<file path="config.mk">
export PLATFORM = sky130hd
export DESIGN_NAME = crc_frame_ctrl
export DESIGN_NICKNAME = d
export VERILOG_FILES = /design/src/rtl/crc_frame_pkg.sv /design/src/rtl/crc32_lfsr.sv /design/src/rtl/crc_frame_ctrl.sv
export SDC_FILE = /design/constraint.sdc
export NUM_CORES = 1
export LEC_CHECK = 0
export ABC_AREA = 1
export CAP_MARGIN = 20
export CORE_ASPECT_RATIO = 1.4
export CORE_MARGIN = 2
export CORE_UTILIZATION = 45
export DETAILED_ROUTE_END_ITERATION = 7
export GPL_TIMING_DRIVEN = 0
export PLACE_DENSITY = 0.8
export SYNTH_ARGS = -nofsm -noshare
export SYNTH_HDL_FRONTEND = slang
export SYNTH_SLANG_ARGS = --single-unit
export TNS_END_PERCENT = 1
</file>
<file path="constraint.sdc">
create_clock -name clk_i -period 2.79 [get_ports clk_i]
set_input_delay 0.558 -clock clk_i [delete_from_list [all_inputs] [get_ports clk_i]]
set_output_delay 0.558 -clock clk_i [all_outputs]
set_load 0.1 [all_outputs]
</file>
<file path="src/rtl/crc_frame_pkg.sv">
// rtl/crc_frame_pkg.sv - shared types, constants and CRC step for the frame checker
package crc_frame_pkg;

    typedef enum logic [1:0] {
        ST_IDLE    = 2'd0,
        ST_PAYLOAD = 2'd1,
        ST_CHECK   = 2'd2,
        ST_DONE    = 2'd3
    } state_t;

    localparam logic [31:0] CRC_POLY    = 32'h04C11DB7;
    localparam logic [31:0] CRC_RESIDUE = 32'hFFFFFFFF;
    localparam int          CHECK_BITS  = 32;

    // One MSB-first division step: the new bit enters at the bottom and the
    // bit falling off the top decides whether the polynomial is folded in.
    function automatic logic [31:0] crc_step(input logic [31:0] r, input logic b);
        return {r[30:0], b} ^ (r[31] ? CRC_POLY : 32'h0);
    endfunction

endpackage

</file>
<file path="src/rtl/crc32_lfsr.sv">
// rtl/crc32_lfsr.sv - bit-serial CRC-32 engine register
//   clk_i, reset_i : clock, asynchronous active-high reset
//   clear_i        : zero the register (wins over shift_i)
//   shift_i, bit_i : shift bit_i into the register this edge
//   crc_o          : live register value
module crc32_lfsr
    import crc_frame_pkg::*;
(
    input  logic        clk_i,
    input  logic        reset_i,
    input  logic        clear_i,
    input  logic        shift_i,
    input  logic        bit_i,
    output logic [31:0] crc_o
);

    always_ff @(posedge clk_i or posedge reset_i) begin
        if (reset_i) begin
            crc_o <= 32'h0;
        end else if (clear_i) begin
            crc_o <= 32'h0;
        end else if (shift_i) begin
            crc_o <= crc_step(crc_o, bit_i);
        end
    end

endmodule

</file>
<file path="src/rtl/crc_frame_ctrl.sv">
// rtl/crc_frame_ctrl.sv - sequences the CRC-32 engine over one received frame
//   clk_i, reset_i        : clock, asynchronous active-high reset
//   start_i, len_i        : begin a frame of len_i payload bytes (IDLE only)
//   bit_valid_i, bit_i    : serial bit strobe and data
//   abort_i               : abandon the current frame, no completion pulse
//   busy_o                : frame in progress (payload or check field)
//   done_o                : one-cycle completion pulse
//   ok_o, timeout_o       : frame verdict, held until the next accepted start
//   residue_o             : live engine register
module crc_frame_ctrl
    import crc_frame_pkg::*;
#(
    parameter int LEN_W   = 16,
    parameter int TIMEOUT = 4096
) (
    input  logic             clk_i,
    input  logic             reset_i,
    input  logic             start_i,
    input  logic [LEN_W-1:0] len_i,
    input  logic             bit_valid_i,
    input  logic             bit_i,
    input  logic             abort_i,
    output logic             busy_o,
    output logic             done_o,
    output logic             ok_o,
    output logic             timeout_o,
    output logic [31:0]      residue_o
);

    localparam int CNT_W = LEN_W + 3;
    // Wide enough to hold TIMEOUT itself; never narrower than one bit.
    localparam int TO_W  = $clog2(TIMEOUT + 2);

    localparam logic [CNT_W-1:0] CNT_CHECK = CNT_W'(CHECK_BITS);
    localparam logic [CNT_W-1:0] CNT_ONE   = CNT_W'(1);
    localparam logic [TO_W-1:0]  TO_LAST   = TO_W'((TIMEOUT > 0) ? TIMEOUT - 1 : 0);
    localparam logic [TO_W-1:0]  TO_ONE    = TO_W'(1);

    state_t             state;
    logic [CNT_W-1:0]   bit_cnt;
    logic [TO_W-1:0]    to_cnt;
    logic [31:0]        crc;

    logic               active;
    logic               take_bit;
    logic               lfsr_clear;
    logic               to_hit;
    logic [31:0]        crc_next;

    assign active     = (state == ST_PAYLOAD) || (state == ST_CHECK);
    // Abort outranks a coincident bit: that bit is never shifted in.
    assign take_bit   = active && bit_valid_i && !abort_i;
    assign lfsr_clear = (state == ST_IDLE) && start_i;
    // A bit on the same edge clears the idle count, so it outranks the timeout.
    assign to_hit     = (TIMEOUT != 0) && active && !abort_i && !bit_valid_i
                        && (to_cnt == TO_LAST);
    // Value the engine will hold after this edge; lets the verdict be
    // registered together with the final shift instead of a cycle later.
    assign crc_next   = crc_step(crc, bit_i);

    crc32_lfsr u_lfsr (
        .clk_i   (clk_i),
        .reset_i (reset_i),
        .clear_i (lfsr_clear),
        .shift_i (take_bit),
        .bit_i   (bit_i),
        .crc_o   (crc)
    );

    assign residue_o = crc;

    always_ff @(posedge clk_i or posedge reset_i) begin
        if (reset_i) begin
            state     <= ST_IDLE;
            bit_cnt   <= '0;
            to_cnt    <= '0;
            busy_o    <= 1'b0;
            done_o    <= 1'b0;
            ok_o      <= 1'b0;
            timeout_o <= 1'b0;
        end else begin
            done_o <= 1'b0;
            case (state)
                ST_IDLE: begin
                    if (start_i) begin
                        ok_o      <= 1'b0;
                        timeout_o <= 1'b0;
                        to_cnt    <= '0;
                        busy_o    <= 1'b1;
                        if (len_i == '0) begin
                            state   <= ST_CHECK;
                            bit_cnt <= CNT_CHECK;
                        end else begin
                            state   <= ST_PAYLOAD;
                            bit_cnt <= {len_i, 3'b000};
                        end
                    end
                end

                ST_PAYLOAD, ST_CHECK: begin
                    if (abort_i) begin
                        state     <= ST_IDLE;
                        busy_o    <= 1'b0;
                        ok_o      <= 1'b0;
                        timeout_o <= 1'b0;
                        bit_cnt   <= '0;
                        to_cnt    <= '0;
                    end else if (bit_valid_i) begin
                        to_cnt <= '0;
                        if (bit_cnt == CNT_ONE) begin
                            if (state == ST_PAYLOAD) begin
                                state   <= ST_CHECK;
                                bit_cnt <= CNT_CHECK;
                            end else begin
                                state     <= ST_DONE;
                                busy_o    <= 1'b0;
                                done_o    <= 1'b1;
                                bit_cnt   <= '0;
                                ok_o      <= (crc_next == CRC_RESIDUE);
                                timeout_o <= 1'b0;
                            end
                        end else begin
                            bit_cnt <= bit_cnt - CNT_ONE;
                        end
                    end else if (to_hit) begin
                        state     <= ST_DONE;
                        busy_o    <= 1'b0;
                        done_o    <= 1'b1;
                        ok_o      <= 1'b0;
                        timeout_o <= 1'b1;
                        to_cnt    <= to_cnt + TO_ONE;
                    end else if (to_cnt != '1) begin
                        to_cnt <= to_cnt + TO_ONE;
                    end
                end

                ST_DONE: begin
                    state <= ST_IDLE;
                end

                default: begin
                    state  <= ST_IDLE;
                    busy_o <= 1'b0;
                end
            endcase
        end
    end

endmodule

</file>
==> summary.txt <==
Setup path
  – Critical path arrival: 1.93 ns
  – Worst Setup EP: residue_o[24]
  – Reg-to-reg startpoint: state[0]
  – Worst setup startpoint: u_lfsr.crc_o[24]
  – Max stage delay cell, worst path: clkdlybuf4s50_1
  – Worst path depth: 1
  – Buf/Inv on CP: 1
  – Required time of the worst setup path: 2.23 ns
  – Max Fanout on Critical Path: 4
  – Reg2Reg Depth: 12
  – Worst R2R Setup Slack: 0.64 ns
  – Critical path capture point type: output port
  – Cell Chain, Critical Path: clkdlybuf4s50_1
  – Max incr delay on CP: 1.16 ns
  – Worst R2R End: ok_o
  – Critical path startpoint category: flip-flop
  – Critical path class: flip-flop to output port
  – CP delay by family, top: buffers and inverters

Timing
  – Setup TNS Final: 0 ns
  – Fmax: 0.402 GHz
  – Tmin final: 2.49 ns
  – Final count of negative-setup-slack endpoints: 0
  – Tcrit/Tclk final: 89.2%
  – Max-slew headroom: 32.5%
  – Worst setup margin: 0.301 ns
  – RSZ-0062 raised after global routing: no
  – Clock Skew: 0.00910 ns
  – Slew Viols, Final: 0
  – Endpoints failing hold: 0
  – Worst Tran Pin Value: 1.01 ns

Placement
  – GP Congestion: 0.876
  – Detailed Place HPWL: 7800 um
  – Port bufs: 57
  – DP Worst Slack: 0.631 ns
  – DP Area: 0.00486 sq mm

Floorplan
  – # IOs: 58
  – Die X: 85.2 um
  – Core Footprint: 0.00898 sq mm
  – Chip Height: 118 um
  – Die ar.: 0.0100 sq mm
  – Std cell rows: 41
  – Initial core utilization: 46.3%

Logic synthesis
  – Most frequent cells after synthesis: nand2_1, inv_1, nor2_1
  – Ys flop type: dfrtp_1
  – Sequential share of the synthesized area: 42.2%
  – Number of synthesized flops with an enable pin: 0
  – Post-synthesis cell area: 0.00415 sq mm
  – Synth area leaders: dfrtp_1, nand2_1, inv_1
  – Top-area cell type share of the netlist area: 42.2%
  – Async S/R FF share, synth: 100%
  – Most common cell in the netlist: nand2_1
  – Post-synth top area cell: dfrtp_1
  – Synth Warn #: 0
  – Gate Count Post-Synth: 559
  – Mean Syn Cell Area: 7.43 sq um
  – Count of different cell masters after synthesis: 39
  – Yosys reg bits: 70
  – Synthesized net count: 589

Global route
  – Grt ovf: 0
  – Total track usage: 23.0%
  – Initial antenna violation count: 0
  – Largest net degree at the start of global routing: 71
  – Number of global-route vias before repair: 4032
  – Global-route wire length before repair: 18400 um

Detailed routing
  – Final WL: 11000 um
  – Iter 0 DRT Violations: 311
  – WL/cell: 14.9 um
  – DR vias: 3984
  – Vias per cell: 5.39
  – Post-detailed-route count of antenna-violating nets: 0
  – DRC violations left: 0
  – Iteration count of the initial detailed-routing pass: 5

Clock network
  – CTS tree: yes
  – H-tree depth: 3
  – Sink Count: 70
  – Worst-skew pair later-pin latency: 0.35 ns
  – Setup Fix Bufs, Post-CTS: 0
  – CTS Buf Count: 9
  – PostCTS Resize Cnt: 0
  – Clock buffer depth: 2
  – Clk root buf: clkbuf_16
  – Clk pin slew, worst setup/hold paths: 0.06 ns
  – CTS Hold Bufs: 0

Pwr
  – Max VDD drop: 0.000464 V
  – Power share of the combinational group: 46.2%
  – Sw Share: 44.9%
  – Cell-internal power: 2.60 mW
  – Total chip power: 4.72 mW
  – P_sw: 2.12 mW
  – Leak: 2.43 nW
  – Reg power frac: 29.3%
  – Power Dens Cells: 916 mW/mm^2
  – Clock network power share: 24.6%

Final layout
  – Post-route cell area: 0.00516 sq mm
  – Diodes inserted: 0
  – Layout cells sized above 1: 9.34%
  – Layout Nets: 657
  – Synthesis-to-finish area growth: 24.2%
  – Layout Utilization: 57.5%

Status
  – Status: finished, final reports clean

Flow run
  – Total of max-cap violations: 0

Worst hold path
  – Hold Crit Class: flip-flop to flip-flop
  – Worst Min Path Start: busy_o
==> how the worst min path moves through the flow <==
stage,to,depth (start not counted)
after detailed placement,busy_o,2
after global placement,busy_o,2
after floorplan,bit_cnt[1],2
final,busy_o,2
after CTS,busy_o,2
after global routing,timeout_o,2
==> power groups by stage <==
| stage | Sequential [mW] | Combinational (mW) | Clock (mW) |
|---|---|---|---|
| after floorplan | 1.57 | 1.44 | 0 |
| after global placement | 1.38 | 2.10 | 0 |
| after detailed placement | 1.39 | 2.15 | 0 |
| after CTS | 1.38 | 2.17 | 1.17 |
| after global routing | 1.41 | 2.38 | 1.22 |
| final | 1.38 | 2.18 | 1.16 |
==> cells in the final DEF, fill, tap and decap left out, types with 2 or more instances in the layout <==
master           synthesis  final
dfrtp_1                 70     70
a21oi_1                 22     22
nand3_1                 28     28
clkinv_2                 0      2
clkinv_4                 0      2
ha_1                     8      8
xnor2_1                  2      2
o21bai_1                 2      2
buf_6                    7      7
nand4_1                 10     10
nand2_1                143    143
xor2_1                   6      6
nor2_4                   3      3
inv_1                   88     87
o22ai_1                 21     21
inv_6                    1      2
clkdlybuf4s50_1          0     57
buf_2                    4      4
o21ai_1                  5      5
o21ai_0                 24     24
a22o_1                   2      2
nor2_1                  73     73
clkbuf_16                0      9
nor2_2                   4      4
nand2_4                  4      4
a22oi_1                  7      7
inv_2                    4      4
nand2_2                  6      6
==> flip-flops by register name (all words and copies together), names as in the netlist <==
signal and flops:
u_lfsr.crc_o 32, bit_cnt 19, to_cnt 13, state 2, busy_o 1, done_o 1
ok_o 1, timeout_o 1
==> layout make-up <==
| class | instances | area, sq um |
|---|---|---|
| timing repair buffer | 57 | 571 |
| inverter | 93 | 357 |
| sequential | 70 | 1750 |
| clock buffer | 9 | 225 |
| multi-input combinational | 382 | 1920 |
| buffer | 14 | 125 |
| fill | 778 | 3820 |
| clock inverter | 7 | 73.8 |
| tap | 107 | 134 |
==> per-layer routing <==
layer,global-route usage (%),vias to the layer above,share of wire (%)
met5,0,-,0
met4,11.1,0,2.9
met3,6.17,27,6.4
met2,39.1,158,51
met1,26.3,1883,40
li1,-,1916,-
==> cell families (layout without fill, tap and decap cells) <==
kind of cell / after synthesis / after routing / synth area share (%)
and+or+nand+nor: 275 / 275 / 28.7
buffers and inverters: 107 / 180 / 11.5
AOI/OAI and AO/OA: 91 / 91 / 13.4
adders and majority gates: 8 / 8 / 2.41
xor gates and xnor gates: 8 / 8 / 1.69
DFF: 70 / 70 / 42.2
==> worst min-delay path: stages, from the launching register on <==
cell	delay (ns)
dfrtp_1	0.35
nand2_1	0.05
o21ai_0	0.06
==> stage by stage <==
step	std cells	hold slack (ns)
global placement	723	0.478
CTS	739	0.495
floorplan	559	0.483
finish	739	0.490
global route	739	0.540
detailed placement	723	0.481
Power figures use the tool's default switching activity.
